### src/rtl/uart_pkg.sv
// Shared defaults, arbiter state encoding and a width helper for the UART
// transmit arbiter slice.
package uart_pkg;

   localparam int DEF_DATA_WIDTH     = 8;
   localparam int DEF_NUM_REQ        = 4;
   localparam int DEF_TIMEOUT_CYCLES = 40000;

   typedef enum logic [1:0] {
      IDLE    = 2'd0,
      START   = 2'd1,
      WAIT    = 2'd2,
      RELEASE = 2'd3
   } arb_state_e;

   // Keeps index/counter vectors at least one bit wide for degenerate sizes.
   function automatic int safe_clog2(input int value);
      return (value > 1) ? $clog2(value) : 1;
   endfunction

endpackage

### src/rtl/uart_tx_arbiter_rr_pick.sv
// Combinational round-robin search: the first active request found after the
// previous owner (wrapping) wins, reported both one-hot and as an index.
module rr_pick
   import uart_pkg::*;
#(
   parameter int NUM_REQ = DEF_NUM_REQ,
   parameter int IDX_W   = safe_clog2(NUM_REQ)
) (
   input  logic [NUM_REQ-1:0] req,
   input  logic [IDX_W-1:0]   last,
   output logic [NUM_REQ-1:0] gnt,
   output logic [IDX_W-1:0]   idx
);

   logic             found;
   logic [IDX_W-1:0] cand;
   int               sum;

   always_comb begin
      gnt   = '0;
      idx   = '0;
      found = 1'b0;
      cand  = '0;
      sum   = 0;
      // Offsets 1..NUM_REQ so the previous owner is considered last.
      for (int i = 1; i <= NUM_REQ; i++) begin
         sum  = int'(last) + i;
         cand = IDX_W'(sum % NUM_REQ);
         if (!found && req[cand]) begin
            found     = 1'b1;
            gnt[cand] = 1'b1;
            idx       = cand;
         end
      end
   end

endmodule

### src/rtl/uart_tx_arbiter.sv
// Shares one uart_tx among NUM_REQ byte requesters: round-robin grant, one
// start pulse per frame, then ack on tx_done or abandon after a WAIT timeout.
module uart_tx_arbiter
   import uart_pkg::*;
#(
   parameter int NUM_REQ        = DEF_NUM_REQ,
   parameter int DATA_WIDTH     = DEF_DATA_WIDTH,
   parameter int TIMEOUT_CYCLES = DEF_TIMEOUT_CYCLES
) (
   input  logic                          clk,
   input  logic                          reset,
   input  logic [NUM_REQ-1:0]            i_req,
   input  logic [NUM_REQ*DATA_WIDTH-1:0] i_data,
   input  logic                          i_tx_done,
   output logic                          o_tx_start,
   output logic [DATA_WIDTH-1:0]         o_tx_byte,
   output logic [NUM_REQ-1:0]            o_grant,
   output logic [NUM_REQ-1:0]            o_ack,
   output logic                          o_timeout,
   output logic                          o_busy
);

   localparam int               IDX_W      = safe_clog2(NUM_REQ);
   localparam int               CNT_W      = safe_clog2(TIMEOUT_CYCLES);
   localparam logic [CNT_W-1:0] CNT_LAST   = CNT_W'(TIMEOUT_CYCLES - 1);
   localparam logic [IDX_W-1:0] LAST_RESET = IDX_W'(NUM_REQ - 1);

   arb_state_e            state_q, state_d;
   logic [NUM_REQ-1:0]    grant_q, grant_d;
   logic [IDX_W-1:0]      owner_q, owner_d;
   logic [IDX_W-1:0]      last_q, last_d;
   logic [DATA_WIDTH-1:0] byte_q, byte_d;
   logic [CNT_W-1:0]      cnt_q, cnt_d;
   logic                  timeout_q, timeout_d;

   logic [NUM_REQ-1:0]    pick_gnt;
   logic [IDX_W-1:0]      pick_idx;
   logic [DATA_WIDTH-1:0] req_bytes [NUM_REQ];

   for (genvar k = 0; k < NUM_REQ; k++) begin : g_slice
      assign req_bytes[k] = i_data[k*DATA_WIDTH +: DATA_WIDTH];
   end

   rr_pick #(
      .NUM_REQ (NUM_REQ),
      .IDX_W   (IDX_W)
   ) u_rr_pick (
      .req  (i_req),
      .last (last_q),
      .gnt  (pick_gnt),
      .idx  (pick_idx)
   );

   always_comb begin
      state_d   = state_q;
      grant_d   = grant_q;
      owner_d   = owner_q;
      last_d    = last_q;
      byte_d    = byte_q;
      cnt_d     = cnt_q;
      timeout_d = timeout_q;
      case (state_q)
         IDLE: begin
            if (|i_req) begin
               grant_d = pick_gnt;
               owner_d = pick_idx;
               byte_d  = req_bytes[pick_idx];
               state_d = START;
            end
         end
         START: begin
            cnt_d     = '0;
            timeout_d = 1'b0;
            state_d   = WAIT;
         end
         WAIT: begin
            // Done is checked first so a same-cycle completion is never a timeout.
            if (i_tx_done) begin
               timeout_d = 1'b0;
               state_d   = RELEASE;
            end else if (cnt_q == CNT_LAST) begin
               timeout_d = 1'b1;
               state_d   = RELEASE;
            end else begin
               cnt_d = cnt_q + 1'b1;
            end
         end
         RELEASE: begin
            last_d  = owner_q;
            grant_d = '0;
            state_d = IDLE;
         end
      endcase
   end

   always_ff @(posedge clk) begin
      if (reset) begin
         state_q   <= IDLE;
         grant_q   <= '0;
         owner_q   <= '0;
         last_q    <= LAST_RESET;
         byte_q    <= '0;
         cnt_q     <= '0;
         timeout_q <= 1'b0;
      end else begin
         state_q   <= state_d;
         grant_q   <= grant_d;
         owner_q   <= owner_d;
         last_q    <= last_d;
         byte_q    <= byte_d;
         cnt_q     <= cnt_d;
         timeout_q <= timeout_d;
      end
   end

   assign o_tx_start = (state_q == START);
   assign o_tx_byte  = byte_q;
   assign o_grant    = grant_q;
   assign o_ack      = (state_q == RELEASE) ? grant_q : '0;
   assign o_timeout  = (state_q == RELEASE) && timeout_q;
   assign o_busy     = (state_q != IDLE);

endmodule
### config.mk
export PLATFORM = sky130hd
export DESIGN_NAME = uart_tx_arbiter
export DESIGN_NICKNAME = d
export VERILOG_FILES = /design/src/rtl/uart_pkg.sv /design/src/rtl/uart_tx_arbiter_rr_pick.sv /design/src/rtl/uart_tx_arbiter.sv
export SDC_FILE = /design/constraint.sdc
export NUM_CORES = 1
export LEC_CHECK = 0
export ABC_AREA = 1
export CAP_MARGIN = 20
export CORE_ASPECT_RATIO = 1.4
export CORE_UTILIZATION = 49
export CTS_BUF_LIST = sky130_fd_sc_hd__clkbuf_8
export DETAILED_ROUTE_END_ITERATION = 8
export GPL_TIMING_DRIVEN = 0
export MAX_ROUTING_LAYER = met4
export PLACE_DENSITY = 0.88
export SETUP_SLACK_MARGIN = 0.02
export SYNTH_ARGS = -nofsm -noshare
export SYNTH_HDL_FRONTEND = slang
export SYNTH_SLANG_ARGS = --single-unit
### constraint.sdc
create_clock -name clk -period 2.89 [get_ports clk]
set_clock_uncertainty 0.05 [all_clocks]
set_input_delay 0.578 -clock clk [delete_from_list [all_inputs] [get_ports clk]]
set_output_delay 0.578 -clock clk [all_outputs]
set_load 0.01 [all_outputs]
# After elaboration in Yosys (flattened, before gate mapping)
# Index checks and enable logic that the tools add are counted.
dict set report totals {
  regBits 35
  out_inout_bits 19
  wordCells 97
}
dict set report classes {
  addsub 5
  magnitude_cmp 9
  n_eq_ne 8
  muxes 43
  n_bitwise 4
  n_reduce_logical 21
}
# operator n
set op_table {}
lappend op_table {{16-bit two-way mux} 2}
lappend op_table {{16-bit one-hot mux with 2 select lines} 1}
lappend op_table {{4-bit two-way mux} 6}
lappend op_table {{16-bit by 1-bit adder with 16-bit output (second input constant)} 1}
lappend op_table {{8-bit binary-select mux with 2-bit select} 1}
lappend op_table {{16-bit == test (second input constant)} 1}
lappend op_table {{8-bit two-way mux} 2}
lappend op_table {{2-bit two-way mux} 7}
lappend op_table {{1-bit two-way mux} 13}
lappend op_table {{2-bit by 3-bit less-than comparator with 1-bit output (second input constant)} 4}
lappend op_table {{4-bit OR} 3}
lappend op_table {{1-bit binary-select mux with 2-bit select} 4}
lappend op_table {{1-bit demux with 2-bit select} 4}
lappend op_table {{2-bit by 1-bit >= comparator with 1-bit output (second input constant)} 4}
lappend op_table {{1-bit logical AND} 8}
lappend op_table {{2-bit one-hot mux with 4 select lines} 1}
lappend op_table {{4-bit one-hot mux with 2 select lines} 1}
lappend op_table {{2-bit AND reduction} 4}
lappend op_table {{2-bit inequality test (second input constant)} 3}
lappend op_table {{2-bit nonzero test} 3}
lappend op_table {{2-bit by 1-bit adder with 2-bit output (second input constant)} 2}
lappend op_table {{2-bit adder (second input constant)} 2}
lappend op_table {{2-bit == test (second input constant)} 2}
lappend op_table {{4-bit OR reduction} 1}
lappend op_table {{other kinds (8)} 10}

# Depth between registers and ports, before layout
# Gate-level depths: netlist of the first run.
dict set report depth {
  depth_word 17
  ltp_mapped 17
  depth_no_buf 16
}

# Hierarchy
# Synthesis of the first run repeated with hierarchy kept, for this count alone.
dict set report unflattened {
  hier_cells 418
  area_unflattened_um2 2607.5
}
# module n_inst cells_each area_each_um2 seq_area_each_um2
set by_module_without_submodules {}
lappend by_module_without_submodules {uart_tx_arbiter 1 343 2133.3 700.7}
lappend by_module_without_submodules {rr_pick 1 75 474.2 0.0}

# Worst setup path before layout of the first run
# Ideal clock, no wire load.
dict set report synth_timing {
  path_type {register to register}
  from {reg last_q[1]}
  to {reg byte_q[3] (netlist: o_tx_byte[3])}
  setup_ns 0.109
  arrival_time_ns 1.962
  slack_ns 0.769
  path_stages_with_launch 17
  n_path_buf 1
  period_less_slack_ns 2.121
  cell_sequence {dfxtp_1 inv_1 ha_1 inv_2 nand3_2 nand2_4 nor2_2 nand2_1 nand2_1 nand2_4 nand2_4 buf_6 nand2_1 nand3_1 nand3_1 nand2_1 inv_1}
}
dict set report synth_between {
  elab_chain_cells 17
}
# item line_no
set synth_lines {}
lappend synth_lines {{start: declaration} uart_tx_arbiter.sv:31} ;# logic [IDX_W-1:0] last_q, last_d;
lappend synth_lines {{start signal: assignment} uart_tx_arbiter.sv:109} ;# last_q <= last_d;
lappend synth_lines {{2-bit by 1-bit adder with 2-bit output} uart_tx_arbiter_rr_pick.sv:27} ;# sum = int'(last) + i;
lappend synth_lines {{1-bit binary-select mux with 2-bit select} uart_tx_arbiter_rr_pick.sv:29} ;# if (!found && req[cand]) begin
lappend synth_lines {{1-bit two-way mux (not written as such)} uart_tx_arbiter_rr_pick.sv:29}
lappend synth_lines {{1-bit two-way mux} uart_tx_arbiter_rr_pick.sv:29}
lappend synth_lines {{1-bit zero test} uart_tx_arbiter_rr_pick.sv:29}
lappend synth_lines {{1-bit logical AND} uart_tx_arbiter_rr_pick.sv:29}
lappend synth_lines {{1-bit two-way mux} uart_tx_arbiter_rr_pick.sv:29}
lappend synth_lines {{1-bit zero test} uart_tx_arbiter_rr_pick.sv:29}
lappend synth_lines {{1-bit logical AND} uart_tx_arbiter_rr_pick.sv:29}
lappend synth_lines {{1-bit two-way mux} uart_tx_arbiter_rr_pick.sv:29}
lappend synth_lines {{1-bit zero test} uart_tx_arbiter_rr_pick.sv:29}
lappend synth_lines {{1-bit logical AND} uart_tx_arbiter_rr_pick.sv:29}
lappend synth_lines {{2-bit two-way mux (*)} uart_tx_arbiter_rr_pick.sv:29}
lappend synth_lines {{2-bit NOT with 3-bit output (not written as such) (*)} uart_tx_arbiter.sv:67} ;# byte_d = req_bytes[pick_idx];
lappend synth_lines {{8-bit binary-select mux with 2-bit select (*)} uart_tx_arbiter.sv:67}
lappend synth_lines {{8-bit two-way mux (not written as such) (*) (2 in a row)} uart_tx_arbiter.sv:67}
lappend synth_lines {{end signal: assignment} uart_tx_arbiter.sv:110} ;# byte_q <= byte_d;
lappend synth_lines {{end: declaration} uart_tx_arbiter.sv:32} ;# logic [DATA_WIDTH-1:0] byte_q, byte_d;
# Mark *: on every way between the ends. The rest lies on a longest branch, timed or not. The select of a mux whose other input is x is not followed.
# A chain may end at the register's enable or synchronous reset.

# Worst setup path in the final report of the first run
dict set report layout_timing {
  from {reg state_q[0]}
  to {out o_ack[1]}
}
dict set report layout_between {
  elab_chain_cells 2
}
# item line_no
set layout_lines {}
lappend layout_lines {{start: declaration} uart_tx_arbiter.sv:28} ;# arb_state_e state_q, state_d;
lappend layout_lines {{start signal: assignment} uart_tx_arbiter.sv:106} ;# state_q <= state_d;
lappend layout_lines {{2-bit == test} uart_tx_arbiter.sv:119} ;# assign o_ack = (state_q == RELEASE) ? grant_q : '0;
lappend layout_lines {{4-bit two-way mux} uart_tx_arbiter.sv:119}
lappend layout_lines {{end: declaration} uart_tx_arbiter.sv:18} ;# output logic [NUM_REQ-1:0] o_ack,
# No other way between the ends.

==> summary.txt, run 1 <==
Clocking
  • Clk buf depth: 2
  • Clock sink count: 35
  • Post-CTS Setup Repair Bufs: 0
  • Hold Buf Count CTS: 0
  • # resized after CTS: 0
  • CTS tree: yes
  • CTS Buf Count: 5
  • Clk root buf: clkbuf_8
  • Worst skew pair latency: 0.29 ns
  • Number of H-tree levels: 2
  • Worst-path clk slew: 0.08 ns

Timing
  • FMAX: 397 MHz
  • Hold slack: between 0.4 and 0.5 ns
  • Final Slew Violations: 0
  • RSZ-0062 raised after global routing: no
  • Final hold violation count: 0
  • Fin crit share: 0.871
  • Min cycle time layout: 2.52 ns
  • Worst slew pin tran: 0.509 ns
  • Final setup violation count: 0
  • Setup_tns: 0 ns
  • Worst slew margin: 0.658

Logic synthesis
  • Leading post-synthesis cells by cell area: dfxtp_1 (27%), nand2_1 (15%), nand3_1 (8.6%)
  • Synth unique cells: 32
  • Gate count of the mapped netlist: around 410
  • Most numerous cell in the Yosys netlist: nand2_1
  • FFs w/ async S/R, synth: 0
  • Post-synthesis sequential area ratio: 0.266
  • Main synth FF type: dfxtp_1
  • Synth area leader: dfxtp_1
  • Synth top cells by count: nand2_1 (105), inv_1 (50), nand3_1 (45)
  • Mapped Area: 2630 um^2
  • Yosys top cell area share: 0.266
  • Post-synth EDFFs: 0
  • Synth Warn #: 0
  • Post-synthesis sequential element count: 35
  • Syn nets: 462
  • Post-Syn Area per Cell: 6.44 um^2

Floorplan
  • Site row count: 31
  • IO Count: 58
  • Die Ht: around 89 um
  • DIE WIDTH: 64.0 um
  • Die area: ~5700 um^2
  • Core Footprint: 5160 um^2
  • Starting Density: 0.511

Route
  • Vias per cell: 5.11
  • Wire per inst: 11.6 um
  • Detailed Route Iter0 Violations: 225
  • 1st-pass router iterations: 4
  • Drc violations: 0
  • Routed via count: 2755
  • Post-route ant nets: 0
  • DRT Wirelength: 6.24 mm

Setup path
  • Reg-to-Reg Start: last_q[1]$_SDFFE_PP1P_
  • CP startpoint kind: flip-flop
  • Max stage delay on crit path: 0.53 ns
  • Worst Path Required: 2.26 ns
  • CP startpoint: state_q[0]$_SDFFE_PP0P_
  • Worst path slowest cell: clkdlybuf4s50_1
  • CP Capture Type: output pin
  • CP max FO: 10
  • WS Path Type: flip-flop to output pin
  • CP bufs+invs: 3
  • Critical Path AT: about 1.9 ns
  • Worst-path cell chain: ha_1, clkbuf_1, nand2_1, inv_1, clkdlybuf4s50_1
  • CP delay by family, top: buffers and inverters

GRT
  • GR Overflow Total: 0
  • Antenna violations before repair: 0
  • Vias in the first global route: 2534
  • GR Util met1: 0.237
  • Met3 Track Usage GR: 0.0322
  • GR Layer Usage met2: 0.465
  • Pin count of the biggest net entering global routing: 14
  • Total track usage: 0.236
  • Global route hottest layer: met2
  • First-pass GRT wire length: 10.4 mm

Min path
  • Hold Path Origin: owner_q[1]$_SDFFE_PP0P_
  • Hold WC Path Type: flip-flop to flip-flop

Power and ir drop
  • Worst VDD drop: 526 uV
  • PwrDens: between 700 and 800 nW/um^2
  • Leakage: 1.50 nW

Cells and area
  • Synthesis-to-layout area growth: 27.9%
  • Share of layout cells above drive strength 1: 0.0867
  • Final Core Density: 0.653
  • Antenna cell count: 0
  • Fillers: between 400 and 500
  • Layout net count: 525

Placed design
  • RD Place Congestion: 0.935
  • Dpl hpwl: approximately 4.9 mm
  • PortBufs: 56

Job
  • Max Cap Violations: 0

Outcome
  • Status: finished, final reports clean
-- worst paths after layout --
kind	depth (start not counted)	endpoint	slack [ns]
setup / recovery	5	o_ack[1]	0.37
hold / removal	2	last_q[1]$_SDFFE_PP1P_	0.43
setup reg to reg	16	o_tx_byte[4]$_SDFFE_PP0P_	0.40
hold reg to reg	2	last_q[1]$_SDFFE_PP1P_	0.43
-- final cells by class --
type | count | area (um^2) | share of cell area
buffer | 12 | 70.1 | 0.0208
clock buffer | 5 | 68.8 | 0.0204
clock inverter | 3 | 23.8 | 0.00706
inverter | 57 | 219 | 0.0650
multi-input combinational | 305 | 1640 | 0.488
sequential | 35 | 701 | 0.208
tap | 66 | 82.6 | 0.0245
timing repair buffer | 56 | 561 | 0.166
-- routing by layer --
layer | vias up | share of wire
met1 | 1242 | 0.40
li1 | 1446 | -
met4 | 0 | 0.0085
met3 | 6 | 0.032
met2 | 61 | 0.56
met5 | - | 0
-- placed cells by master, fill, tap and decap left out --
cell type,count
a211oi_1,1
a21boi_0,1
a21oi_1,29
a22oi_1,1
buf_1,1
buf_2,2
buf_4,2
buf_6,2
clkbuf_1,5
clkbuf_8,5
clkdlybuf4s50_1,56
clkinvlp_4,2
dfxtp_1,35
ha_1,14
inv_1,50
inv_2,6
inv_6,2
nand2_1,105
nand2_2,6
nand2_4,5
nand3_1,45
nand3_2,4
nand3b_1,13
nand4_1,6
nand4_4,1
nor2_1,35
nor2_2,3
nor2_8,1
nor3_1,5
nor4_1,3
o21ai_0,11
o21ai_1,2
o22ai_1,4
xnor2_1,3
xor2_1,7
-- per-stage QoR --
step,worst slack [ns],cell area [um^2],std cells,power (mW)
2_1_floorplan,0.769,2630,409,1.75
3_3_place_gp,0.410,3280,531,2.16
3_5_place_dp,0.355,3280,531,2.21
4_1_cts,0.373,3370,539,2.58
5_1_grt,0.148,3370,539,2.80
6_report,0.372,3370,539,2.57
-- flip-flops by register name, indices dropped and copies added, names as in the netlist --
signal,flops
owner_q,2
o_tx_byte,8
timeout_q,1
last_q,2
state_q,2
cnt_q,16
o_grant,4
-- power breakdown --
group          switching, mW  internal, mW
Sequential            0.0727         0.583
Combinational          0.941         0.606
Clock                  0.195         0.172
-- kinds of logic (layout without fill, tap and decap cells) --
group / after synthesis / count (layout) / share of synthesized area
compound gates: 49 / 49 / 0.0979
xor+xnor: 10 / 10 / 0.0333
fa+ha+maj: 14 / 14 / 0.0665
buf+inv: 69 / 133 / 0.110
flops: 35 / 35 / 0.266
simple gates: 232 / 232 / 0.427
-- worst reg2reg max path, stage by stage, from the launching register on --
cell and delay, ns:
dfxtp_1 0.50, inv_1 0.24, ha_1 0.43, inv_2 0.06, nand3_2 0.10, nand2_4 0.09
nor2_2 0.11, nand2_1 0.06, nand2_1 0.10, nand2_4 0.10, nand2_4 0.11, buf_6 0.15
nand2_1 0.05, nand3_1 0.07, nand3_1 0.08, nand2_1 0.08, inv_1 0.04
Power figures use the tool's default switching activity.
==> inputs of run 2 (changes only) <==
--- a/config.mk
+++ b/config.mk
@@ -11,6 +11,7 @@
 export CORE_UTILIZATION = 49
 export CTS_BUF_LIST = sky130_fd_sc_hd__clkbuf_8
 export DETAILED_ROUTE_END_ITERATION = 8
+export GPL_ROUTABILITY_DRIVEN = 0
 export GPL_TIMING_DRIVEN = 0
 export MAX_ROUTING_LAYER = met4
 export PLACE_DENSITY = 0.88
==> run 2 against run 1 <==
Effect of this change: sequential power about the same; power up 1.1%; die area unchanged; fmax down 2.0%; flip-flop and latch count unchanged; register-to-register slack worse by 0.03 ns; utilization unchanged; combinational power about the same; critical path depth unchanged; worst setup slack worse by 0.052 ns; critical path type unchanged.
==> summary.txt, run 2 (same netlist as run 1, synthesis figures left out) <==
Setup path
  • Worst Path Required: 2.26 ns (about the same)
  • Critical Path AT: 1.94 ns (was 1.89 ns)
  • CP max FO: 10 (unchanged)
  • CP startpoint kind: flip-flop (unchanged)
  • CP Capture Type: output pin (unchanged)
  • WS Path Type: flip-flop to output pin (unchanged)

Clocking
  • CTS tree: yes (unchanged)
  • Clk buf depth: 2 (unchanged)
  • Post-CTS Setup Repair Bufs: 0 (unchanged)
  • Worst-path clk slew: 0.07 ns (was 0.08 ns)
  • CTS Buf Count: 5 (unchanged)
  • Clk root buf: clkbuf_8 (unchanged)
  • Clock sink count: 35 (unchanged)
  • Hold Buf Count CTS: 0 (unchanged)
  • Number of H-tree levels: 2 (unchanged)
  • Worst skew pair latency: 0.30 ns (was 0.29 ns)
  • # resized after CTS: 0 (unchanged)

Placed design
  • Dpl hpwl: 4.93 mm (was 4.88 mm)
  • PortBufs: 56 (unchanged)

Route
  • Drc violations: 0 (unchanged)
  • 1st-pass router iterations: 4 (unchanged)
  • Wire per inst: 11.9 um (was 11.6 um)
  • Detailed Route Iter0 Violations: 169 (was 225)
  • DRT Wirelength: 6.40 mm (was 6.24 mm)
  • Vias per cell: 5.29 (was 5.11)
  • Routed via count: 2852 (was 2755)
  • Post-route ant nets: 0 (unchanged)

Timing
  • Setup_tns: 0 ns (unchanged)
  • Worst slew pin tran: 0.518 ns (was 0.509 ns)
  • Final Slew Violations: 0 (unchanged)
  • Worst slew margin: 0.651 (was 0.658)
  • Min cycle time layout: 2.57 ns (was 2.52 ns)
  • Fin crit share: 0.889 (was 0.871)
  • RSZ-0062 raised after global routing: no (unchanged)
  • Final setup violation count: 0 (unchanged)
  • FMAX: 389 MHz (was 397 MHz)
  • Final hold violation count: 0 (unchanged)

Cells and area
  • Commonest non-fill, non-tap cell in the layout: nand2_1 (unchanged)
  • Final Core Density: 0.653 (unchanged)
  • Share of layout cells above drive strength 1: 0.0867 (unchanged)
  • Fillers: 475 (was 470)
  • Reg with most FFs: cnt_q (unchanged)
  • Antenna cell count: 0 (unchanged)
  • Max reg flops: 16 (unchanged)
  • Most frequent cells in the layout: nand2_1 (105), clkdlybuf4s50_1 (56), inv_1 (50), nand3_1 (45) (unchanged)
  • Layout net count: 525 (unchanged)
  • Synthesis-to-layout area growth: 27.9% (unchanged)

Floorplan
  • Core Footprint: 5160 um^2 (unchanged)
  • Starting Density: 0.511 (unchanged)
  • DIE WIDTH: 64.0 um (unchanged)
  • Site row count: 31 (unchanged)
  • IO Count: 58 (unchanged)
  • Die Ht: 88.7 um (unchanged)
  • Die area: 5680 um^2 (unchanged)

GRT
  • First-pass GRT wire length: 10.6 mm (was 10.4 mm)
  • Total track usage: 0.240 (was 0.236)
  • GR Overflow Total: 0 (unchanged)
  • Pin count of the biggest net entering global routing: 14 (unchanged)
  • Vias in the first global route: 2656 (was 2534)
  • Antenna violations before repair: 0 (unchanged)

Power and ir drop
  • Worst VDD drop: 627 uV (was 526 uV)
  • Final total power: 2.60 mW (was 2.57 mW)
  • Leakage: 1.50 nW (unchanged)
  • PwrDens: 771 nW/um^2 (was 763 nW/um^2)

Job
  • Max Cap Violations: 0 (unchanged)

Min path
  • Hold WC Path Type: flip-flop to flip-flop (unchanged)

Outcome
  • Status: finished, final reports clean (unchanged)
run 2: cell counts in the layout (fill, tap and decap cells not counted):
Identical to the previous run, type by type.
run 2: worst paths after layout:
kind,from,end,slack [ns],depth (start not counted)
hold / removal,o_grant[0]$_SDFFE_PP0P_,o_grant[0]$_SDFFE_PP0P_,0.44,2
setup reg to reg,last_q[1]$_SDFFE_PP1P_,o_tx_byte[2]$_SDFFE_PP0P_,0.37,16
setup / recovery,state_q[0]$_SDFFE_PP0P_,o_ack[0],0.32,5
hold reg to reg,o_grant[0]$_SDFFE_PP0P_,o_grant[0]$_SDFFE_PP0P_,0.44,2
run 2: report_power, final:
group | internal (mW) | switching (mW) | leakage (nW)
Clock | 0.172 | 0.203 | 0.0408
Sequential | 0.583 | 0.0708 | 0.286
Combinational | 0.605 | 0.964 | 1.17
Total | 1.36 | 1.24 | 1.50
run 2: layout make-up:
type | instances | area [um^2] | share of cell area
Multi-Input combinational cell | 305 | 1640 | 0.488
Clock inverter | 3 | 23.8 | 0.00706
Buffer | 12 | 70.1 | 0.0208
Tap cell | 66 | 82.6 | 0.0245
Sequential cell | 35 | 701 | 0.208
Clock buffer | 5 | 68.8 | 0.0204
Inverter | 57 | 219 | 0.0650
Timing Repair Buffer | 56 | 561 | 0.166
run 2: through the flow:
step / hold slack (ns) / setup slack, ns / instance area, um^2 / instances
after floorplan: 0.387 / 0.769 / 2630 / 409
after global placement: 0.405 / 0.409 / 3280 / 531
after detailed placement: 0.417 / 0.375 / 3280 / 531
after CTS: 0.438 / 0.330 / 3370 / 539
after global routing: 0.470 / 0.137 / 3370 / 539
final: 0.440 / 0.321 / 3370 / 539
run 2: worst max-delay path, cell delays in order, from the launching register on:
cell	delay, ns
dfxtp_1	0.37
ha_1	0.19
clkbuf_1	0.39
nand2_1	0.09
inv_1	0.07
clkdlybuf4s50_1	0.53
run 2: per-layer routing:
metal,global-route usage,vias to the layer above,share of wire
li1,-,1439,-
met1,0.235,1319,0.40
met2,0.456,75,0.54
met3,0.0438,19,0.033
met4,0.105,0,0.025
met5,-,-,0
==> inputs of run 3 (changes only) <==
--- a/config.mk
+++ b/config.mk
@@ -8,6 +8,7 @@
 export ABC_AREA = 1
 export CAP_MARGIN = 20
 export CORE_ASPECT_RATIO = 1.4
+export CORE_MARGIN = 1.5
 export CORE_UTILIZATION = 49
 export CTS_BUF_LIST = sky130_fd_sc_hd__clkbuf_8
 export DETAILED_ROUTE_END_ITERATION = 8
==> run 3 against run 2 <==
Effect of this change: final cell count stayed put; sequential share of layout area is 0.070 points higher; via count is 3.6% lower; power is 2.5% lower; first-iteration DRC count is 37% higher; clock power is 12% lower; combinational power hardly changed; worst setup slack better by 0.069 ns; die area is 2.7% higher; clock-buffer cell count stayed put; largest cell class unchanged.
==> summary.txt, run 3 (same netlist as run 1, synthesis figures left out) <==
Outcome
  • Status: finished, final reports clean (unchanged)

Setup path
  • CP startpoint kind: flip-flop (unchanged)
  • CP Capture Type: flip-flop (was output pin)
  • Worst Path Required: 3.03 ns (was 2.26 ns)
  • Critical Path AT: 2.64 ns (was 1.94 ns)
  • CP max FO: 10 (unchanged)
  • WS Path Type: flip-flop to flip-flop (was flip-flop to output pin)

Timing
  • Min cycle time layout: 2.50 ns (was 2.57 ns)
  • Worst slew margin: 0.661 (was 0.651)
  • Final setup violation count: 0 (unchanged)
  • FMAX: 400 MHz (was 389 MHz)
  • Setup_tns: 0 ns (unchanged)
  • Fin crit share: 0.865 (was 0.889)
  • Worst slew pin tran: 0.504 ns (was 0.518 ns)
  • Final hold violation count: 0 (unchanged)
  • RSZ-0062 raised after global routing: no (unchanged)
  • Final Slew Violations: 0 (unchanged)

Cells and area
  • Synthesis-to-layout area growth: 27.5% (was 27.9%)
  • Max reg flops: 16 (unchanged)
  • Antenna cell count: 0 (unchanged)
  • Layout net count: 525 (unchanged)
  • Share of layout cells above drive strength 1: 0.0825 (was 0.0867)
  • Reg with most FFs: cnt_q (unchanged)
  • Commonest non-fill, non-tap cell in the layout: nand2_1 (unchanged)
  • Most frequent cells in the layout: nand2_1 (105), clkdlybuf4s50_1 (56), inv_1 (52), nand3_1 (45) (was nand2_1 (105), clkdlybuf4s50_1 (56), inv_1 (50), nand3_1 (45))
  • Post-route cell area: 3360 um^2 (was 3370 um^2)

Clocking
  • Clock sink count: 35 (unchanged)
  • Number of H-tree levels: 2 (unchanged)
  • CTS Buf Count: 5 (unchanged)
  • Worst skew pair latency: 0.29 ns (was 0.30 ns)
  • Post-CTS Setup Repair Bufs: 0 (unchanged)
  • Clk buf depth: 2 (unchanged)
  • Clk root buf: clkbuf_8 (unchanged)
  • CTS tree: yes (unchanged)
  • Hold Buf Count CTS: 0 (unchanged)
  • # resized after CTS: 0 (unchanged)
  • Worst-path clk slew: 0.06 ns (was 0.07 ns)

Min path
  • Hold WC Path Type: flip-flop to flip-flop (unchanged)

Floorplan
  • Starting Density: 0.511 (unchanged)
  • IO Count: 58 (unchanged)
  • Die Ht: 89.7 um (was 88.7 um)
  • Site row count: 31 (unchanged)
  • Die area: 5830 um^2 (was 5680 um^2)
  • Core Footprint: 5160 um^2 (unchanged)
  • DIE WIDTH: 65.0 um (was 64.0 um)

GRT
  • Total track usage: 0.233 (was 0.240)
  • Vias in the first global route: 2551 (was 2656)
  • Antenna violations before repair: 0 (unchanged)
  • GR Overflow Total: 0 (unchanged)
  • First-pass GRT wire length: 10.8 mm (was 10.6 mm)
  • Pin count of the biggest net entering global routing: 12 (was 14)

Route
  • DRT Wirelength: 6.28 mm (was 6.40 mm)
  • Post-route ant nets: 0 (unchanged)
  • Wire per inst: 11.6 um (was 11.9 um)
  • Detailed Route Iter0 Violations: 232 (was 169)
  • Routed via count: 2748 (was 2852)
  • 1st-pass router iterations: 4 (unchanged)
  • Vias per cell: 5.10 (was 5.29)
  • Drc violations: 0 (unchanged)

Job
  • Max Cap Violations: 0 (unchanged)

Power and ir drop
  • PwrDens: 755 nW/um^2 (was 771 nW/um^2)
  • Worst VDD drop: 510 uV (was 627 uV)
  • Leakage: 1.51 nW (was 1.50 nW)

Placed design
  • Placement Cell Area: 3280 um^2 (unchanged)
  • Dpl hpwl: 4.87 mm (was 4.93 mm)
  • PortBufs: 56 (unchanged)
[run 3: cell count changes in the layout (fill, tap and decap cells not counted), sizes merged]
cell | before | now
clkinvlp | 2 | 0
inv | 58 | 59
clkinv | 0 | 1
[run 3: layout make-up]
class / instances / area (um^2)
fillers: 449 / 1800
multi-input cells: 305 / 1640
flip-flops and latches: 35 / 701
repair buffers: 56 / 561
inverters: 57 / 219
well taps: 66 / 82.6
plain buffers: 12 / 70.1
clock buffers: 5 / 68.8
clock inverters: 3 / 12.5
[run 3: metal layers]
metal	track usage	vias up	routed length, um
met5	-	-	0
met4	0.0674	0	63
li1	-	1437	-
met2	0.431	67	3450
met3	0.0338	5	223
met1	0.251	1239	2540
[run 3: critical path, cell delays in order, from the launching register on]
cell,delay (ns)
dfxtp_1,0.49
inv_1,0.24
ha_1,0.44
inv_2,0.06
nand3_2,0.10
nand2_4,0.09
nor2_2,0.10
nand2_1,0.06
nand2_1,0.10
nand2_4,0.09
nand2_4,0.11
buf_6,0.15
nand2_1,0.06
nand3_1,0.07
nand3_1,0.08
nand2_1,0.07
inv_1,0.03
[run 3: per-stage QoR]
stage / setup slack [ns] / instances / power (mW) / utilization / hold WS, ns
detailed placement: 0.364 / 531 / 2.21 / 0.635 / 0.411
CTS: 0.377 / 539 / 2.54 / 0.651 / 0.429
floorplan: 0.769 / 409 / 1.75 / - / 0.387
finish: 0.390 / 539 / 2.53 / 0.651 / 0.435
global route: 0.178 / 539 / 2.78 / 0.651 / 0.471
global placement: 0.406 / 531 / 2.16 / 0.635 / 0.404
[run 3: power breakdown]
group,leakage [nW],switching [mW],internal [mW]
clock network,0.0505,0.167,0.162
logic,1.17,0.942,0.606
registers,0.286,0.0746,0.583
total,1.51,1.18,1.35
[run 3: final timing paths]
path,startpoint,to,slack [ns],cells after the start
min,owner_q[1]$_SDFFE_PP0P_,last_q[1]$_SDFFE_PP1P_,0.43,2
max reg2reg,last_q[1]$_SDFFE_PP1P_,o_tx_byte[4]$_SDFFE_PP0P_,0.39,16
max,last_q[1]$_SDFFE_PP1P_,o_tx_byte[4]$_SDFFE_PP0P_,0.39,16
min reg2reg,owner_q[1]$_SDFFE_PP0P_,last_q[1]$_SDFFE_PP1P_,0.43,2
